[src/rtl/phase_timer_pkg.sv]
// Shared types and constants for the multi-phase cycle-count sequencer.
package phase_timer_pkg;

    typedef enum logic [1:0] {
        IDLE = 2'd0,
        RUN  = 2'd1,
        DONE = 2'd2
    } state_t;

    localparam logic [31:0] MARK_ADDR_DEF = 32'h1000_0000;
    localparam logic [31:0] SENTINEL_DEF  = 32'h7fff_ffff;
    localparam int          PHASE_W       = 4;

endpackage

[src/rtl/sat_counter.sv]
// Saturating up-counter with a sticky flag for an increment that hit the ceiling.
module sat_counter #(
    parameter int CNT_W = 32
) (
    input  logic             clk,
    input  logic             resetn,
    input  logic             clr,
    input  logic             en,
    output logic [CNT_W-1:0] count,
    output logic             sat
);

    localparam logic [CNT_W-1:0] CNT_MAX = '1;

    // clr has priority over en so a start on a counting cycle still clears.
    always_ff @(posedge clk or negedge resetn) begin
        if (!resetn) begin
            count <= '0;
            sat   <= 1'b0;
        end else if (clr) begin
            count <= '0;
            sat   <= 1'b0;
        end else if (en) begin
            if (count == CNT_MAX) begin
                sat <= 1'b1;
            end else begin
                count <= count + 1'b1;
            end
        end
    end

endmodule

[src/rtl/phase_timer_seq.sv]
// Bus-snooping phase sequencer: marker writes advance phases, one saturating
// cycle counter per phase, registered readback of the counts.
module phase_timer_seq
    import phase_timer_pkg::*;
#(
    parameter int          NUM_PHASES = 4,
    parameter int          CNT_W      = 32,
    parameter logic [31:0] MARK_ADDR  = MARK_ADDR_DEF,
    parameter logic [31:0] SENTINEL   = SENTINEL_DEF
) (
    input  logic                  clk,
    input  logic                  resetn,
    input  logic                  start,
    input  logic                  bus_valid,
    input  logic                  bus_we,
    input  logic [31:0]           bus_addr,
    input  logic [31:0]           bus_wdata,
    input  logic                  rd_en,
    input  logic [PHASE_W-1:0]    rd_idx,
    output logic [CNT_W-1:0]      rd_data,
    output logic                  rd_valid,
    output logic                  busy,
    output logic                  done,
    output logic [PHASE_W-1:0]    phase,
    output logic [NUM_PHASES-1:0] ovf
);

    state_t               state_reg, state_next;
    logic [PHASE_W-1:0]   phase_reg, phase_next;
    logic                 marker;
    logic [CNT_W-1:0]     cnt [NUM_PHASES];
    logic [CNT_W-1:0]     rd_mux;

    assign marker = bus_valid && bus_we && (bus_addr == MARK_ADDR) && (bus_wdata == SENTINEL);

    always_ff @(posedge clk or negedge resetn) begin
        if (!resetn) begin
            state_reg <= IDLE;
            phase_reg <= '0;
        end else begin
            state_reg <= state_next;
            phase_reg <= phase_next;
        end
    end

    // start overrides everything, including a marker in the same cycle.
    always_comb begin
        state_next = state_reg;
        phase_next = phase_reg;
        if (start) begin
            state_next = RUN;
            phase_next = '0;
        end else if (state_reg == RUN && marker) begin
            if (phase_reg == PHASE_W'(NUM_PHASES - 1)) begin
                state_next = DONE;
            end else begin
                phase_next = phase_reg + 1'b1;
            end
        end
    end

    always_comb begin
        busy  = (state_reg == RUN);
        done  = (state_reg == DONE);
        phase = phase_reg;
    end

    // The marker edge itself still counts: en looks at the current phase.
    for (genvar gi = 0; gi < NUM_PHASES; gi++) begin : g_cnt
        sat_counter #(
            .CNT_W (CNT_W)
        ) u_cnt (
            .clk    (clk),
            .resetn (resetn),
            .clr    (start),
            .en     (busy && (phase_reg == PHASE_W'(gi))),
            .count  (cnt[gi]),
            .sat    (ovf[gi])
        );
    end

    always_comb begin
        rd_mux = '0;
        for (int i = 0; i < NUM_PHASES; i++) begin
            if (rd_idx == PHASE_W'(i)) begin
                rd_mux = cnt[i];
            end
        end
    end

    always_ff @(posedge clk or negedge resetn) begin
        if (!resetn) begin
            rd_data  <= '0;
            rd_valid <= 1'b0;
        end else begin
            rd_valid <= rd_en;
            if (rd_en) begin
                rd_data <= rd_mux;
            end
        end
    end

endmodule

[config.mk]
export PLATFORM = sky130hd
export DESIGN_NAME = phase_timer_seq
export DESIGN_NICKNAME = d
export VERILOG_FILES = /design/src/rtl/phase_timer_pkg.sv /design/src/rtl/sat_counter.sv /design/src/rtl/phase_timer_seq.sv
export SDC_FILE = /design/constraint.sdc
export NUM_CORES = 1
export LEC_CHECK = 0
export ABC_AREA = 1
export BUFFER_PORTS_ARGS = -buffer_cell sky130_fd_sc_hd__buf_2
export CAP_MARGIN = 10
export CELL_PAD_IN_SITES_DETAIL_PLACEMENT = 1
export CELL_PAD_IN_SITES_GLOBAL_PLACEMENT = 1
export CORE_AREA = 2 2 187 171
export CTS_CLUSTER_SIZE = 16
export DETAILED_ROUTE_END_ITERATION = 12
export DIE_AREA = 0 0 189 173
export GPL_TIMING_DRIVEN = 1
export PLACE_DENSITY = 0.84
export SETUP_SLACK_MARGIN = 0.05
export SLEW_MARGIN = 20
export SYNTH_ARGS = -nofsm -noshare
export SYNTH_HDL_FRONTEND = slang
export SYNTH_SLANG_ARGS = --single-unit
export TNS_END_PERCENT = 20
[constraint.sdc]
create_clock -name clk -period 1.6 [get_ports clk]
set_input_delay 0.08 -clock clk [delete_from_list [all_inputs] [get_ports clk]]
set_output_delay 0.08 -clock clk [all_outputs]
set_load 0.01 [all_outputs]
==> impl_metrics.tcl <==
set metrics [dict create \
    status "complete, but fails checks" \
    violations "max-capacitance violations, max-slew violations, negative setup slack" \
    grt_usage_pct 35.05 \
    r2r_cells 4 \
    final_layout_size_suffix_gt1_share_pct 35.22 \
    min_from "bus_wdata[24]" \
    whs_path_depth 5 \
    io_buffers 116 \
    slowest_delay_ps 1250 \
    cts_tree "built" \
    largest_reg_flops 128 \
    drt-initial-drc-count 2488 \
    p_leak_nw 7.432 \
    wl_met3_um 8671 \
    rsz0062_at_grt "yes" \
    placed_cell_area_sq_um 14450 \
    grt_pass1_wl_um 89600 \
    die_h_um 173 \
    async_flop_share_pct 100.0 \
    cts_sinks 171 \
    path_max_fanout 5 \
    grt_pass1_vias 15720 \
    initial_utilization_pct 38.56 \
    die_area_sq_um 32700 \
    r2r_end "rd_data[2]" \
    setup_violations 146 \
    critPathRequiredTime_ps 2030 \
    rr_startpoint "g_cnt[1].u_cnt.count[2]" \
    detail_route.wl_per_cell_um 28.21 \
    drtAntennaViolNets 0 \
    finalClockSkew_ps 19.73 \
    worst_slew_pin_slew_ps 1602 \
    cts.clk_slew.worst_paths_ps 90 \
    fillers 3881 \
    cp-start-kind "flop" \
    numCtsBuffers 17 \
    ys_warn_count 0 \
    power_density_nw_per_um2 618.0 \
    crit_arrival_ps 2700 \
    via_count 16500 \
    boundaryPins 117 \
    avgViaCountPerCell 6.347 \
    fin_total_pwr_mw 10.45 \
    setup_ws_ps -670.5 \
    coreArea_sq_um 30610 \
    hold_viol 0 \
    grt_antenna_before_repair 5 \
    synth_cells 1796 \
    path_class "reg2reg" \
    top_layer "met5" \
    synth_edf_count 0 \
    cts_root_buf "clkbuf_16" \
    fmax_mhz 440.4 \
    synth_nets 1878 \
    die_w_um 189 \
    clk_latency_ps 500 \
    slew_viol_final 2 \
    clockBufferDepth 2 \
    placementRows 61 \
    m1WireLength_um 25470 \
    synth.distinct_cells 37 \
    first_pass_iters 6 \
    crit_chain "inv_1, o21ai_0, a21oi_1, a31oi_1" \
    route.met2.wl_um 32280 \
    holdWs_ps 104.3 \
    maxCapViolCount 1 \
    syn-cell-area_sq_um 11800 \
    largest_register "g_cnt.u_cnt.count" \
    yosys_register_bits 171 \
    period_needed_ps 2271 \
    postRouteWirelength_um 73310 \
    top_regs "g_cnt.u_cnt.count x128, rd_data x32" \
    fin_area_sq_um 16920 \
    worstSetupEndpointType "flop" \
    ys_seq_area_share_pct 36.26 \
    crit_slowest_cell "o21ai_0" \
    regToRegSetupSlack_ps -670 \
    hold_path_class "in2reg" \
    final_nets 2258 \
    dp_hpwl_um 37670 \
    grt_max_degree 66 \
    synth_ff_type "dfrtp_1" \
    slew_headroom_pct -7.945 \
    syn_area_per_cell_sq_um 6.572 \
    areaGrowthSynthToFinish_pct 43.34 \
    cts_max_level 4 \
    crit_start "g_cnt[1].u_cnt.count[2]" \
    ir_drop_uv 944.6 \
    drc 0 \
    holdPathEnd "state_reg[1]" \
    finalCritPeriodShare_pct 141.9 \
    place_ws_ps -170.0 \
    grt_overflow 0 \
    place_congestion 0.9703 \
]
==> cell usage after synthesis, types with 4 or more instances <==
master    count  area, sq um
nand4_1      20        125.1
o21ai_2      40        350.3
nor2_1      309         1160
xor2_1       29        254.0
or2_2        13        81.33
o21ai_1      25        125.1
nand3_1     169        845.8
o21ai_0      54        270.3
nand2_2       4        25.02
inv_2         9        33.78
a31oi_1      32        200.2
nand2_4       4        45.04
a21oi_1      33        165.2
clkbuf_1     23        86.33
nand2_1     620         2327
xnor2_1      10        87.58
nor2_4        4        45.04
o22ai_1      24        150.1
buf_2        16        80.08
nor2_2        8        50.05
dfrtp_1     171         4279
nor3_1       10        50.05
buf_6         8        90.09
buf_4         9        67.56
ha_1          8        100.1
inv_1       125        469.2
==> per-layer routing <==
metal / track usage [%] / up-vias
met5: 0.2959 / -
met4: 20.35 / 6
met3: 6.880 / 592
met2: 56.96 / 1429
met1: 43.23 / 7938
li1: - / 6532
==> what timing repair did <==
action | CTS | global route
hold buffers | 2 | 0
pin swaps | 10 | 45
setup buffers | 27 | 35
resized for setup | 103 | 223
gates cloned | 5 | 13
hold endpoints to repair | 43 | 0
setup endpoints to repair | 136 | 138
==> worst max-delay path by stage <==
stage / slack, ps / endpoint / depth (start not counted)
4_1_cts: -100 / g_cnt[0].u_cnt.count[1] / 11
2_1_floorplan: 10 / g_cnt[0].u_cnt.count[17] / 9
3_3_place_gp: -100 / g_cnt[3].u_cnt.count[24] / 8
5_1_grt: -690 / rd_data[2] / 4
3_5_place_dp: -170 / g_cnt[3].u_cnt.count[4] / 9
6_report: -670 / rd_data[2] / 4
==> cell type report <==
cell class | instances | area [sq um] | area share [%]
diodes | 1 | 2.502 | 0.01479
clock buffers | 19 | 442.9 | 2.618
clock inverters | 13 | 133.9 | 0.7914
inverters | 134 | 516.7 | 3.055
multi-input cells | 1431 | 7536 | 44.55
flip-flops and latches | 171 | 4298 | 25.40
well taps | 409 | 511.7 | 3.025
repair buffers | 421 | 3476 | 20.55
==> layout by cell type (no fill, tap or decap), types with 3 or more instances in the layout <==
cell type / n
a21oi_1: 31
a31oi_1: 32
buf_12: 21
buf_16: 5
buf_2: 115
buf_4: 253
buf_6: 14
clkbuf_16: 27
clkinv_4: 3
clkinvlp_4: 3
dfrtp_1: 156
dfrtp_2: 15
ha_1: 3
ha_4: 5
inv_1: 116
inv_2: 13
inv_4: 4
inv_6: 4
nand2_1: 523
nand2_2: 82
nand2_4: 22
nand2_8: 3
nand3_1: 165
nand3_4: 7
nand4_1: 20
nor2_1: 247
nor2_2: 50
nor2_4: 24
nor3_1: 5
nor3_2: 5
o21ai_0: 13
o21ai_1: 38
o21ai_2: 66
o22ai_1: 24
or2_2: 13
xnor2_1: 10
xor2_1: 28
==> cell families after synthesis <==
kind of cell               after synthesis  synth area share [%]
xor gates and xnor gates                39                 2.894
buffers and inverters                  195                 7.601
AOI/OAI and AO/OA                      211                 10.88
adders and majority gates                8                0.8481
and+or+nand+nor                       1172                 41.52
DFF                                    171                 36.26
==> through the flow <==
stage / setup TNS [ps] / util, % / cells
3_5_place_dp: -10930 / 47.21 / 2484
6_report: -35750 / 55.28 / 2599
3_3_place_gp: -2546 / 47.21 / 2484
4_1_cts: -4848 / 51.17 / 2550
5_1_grt: -38310 / 55.27 / 2598
2_1_floorplan: 0 / - / 1796
==> worst max-delay path, delay by kind of cell (launching register included) <==
kind            cells  cell delay [ps]
compound gates      3             1550
flops               1              490
buf+inv             1              150
==> power breakdown <==
part / internal (mW) / switching (mW) / total, mW
logic: 0.559 / 0.834 / 1.39
registers: 4.41 / 0.118 / 4.53
clock network: 2.23 / 2.30 / 4.53
(Power assumes the default switching activity.)
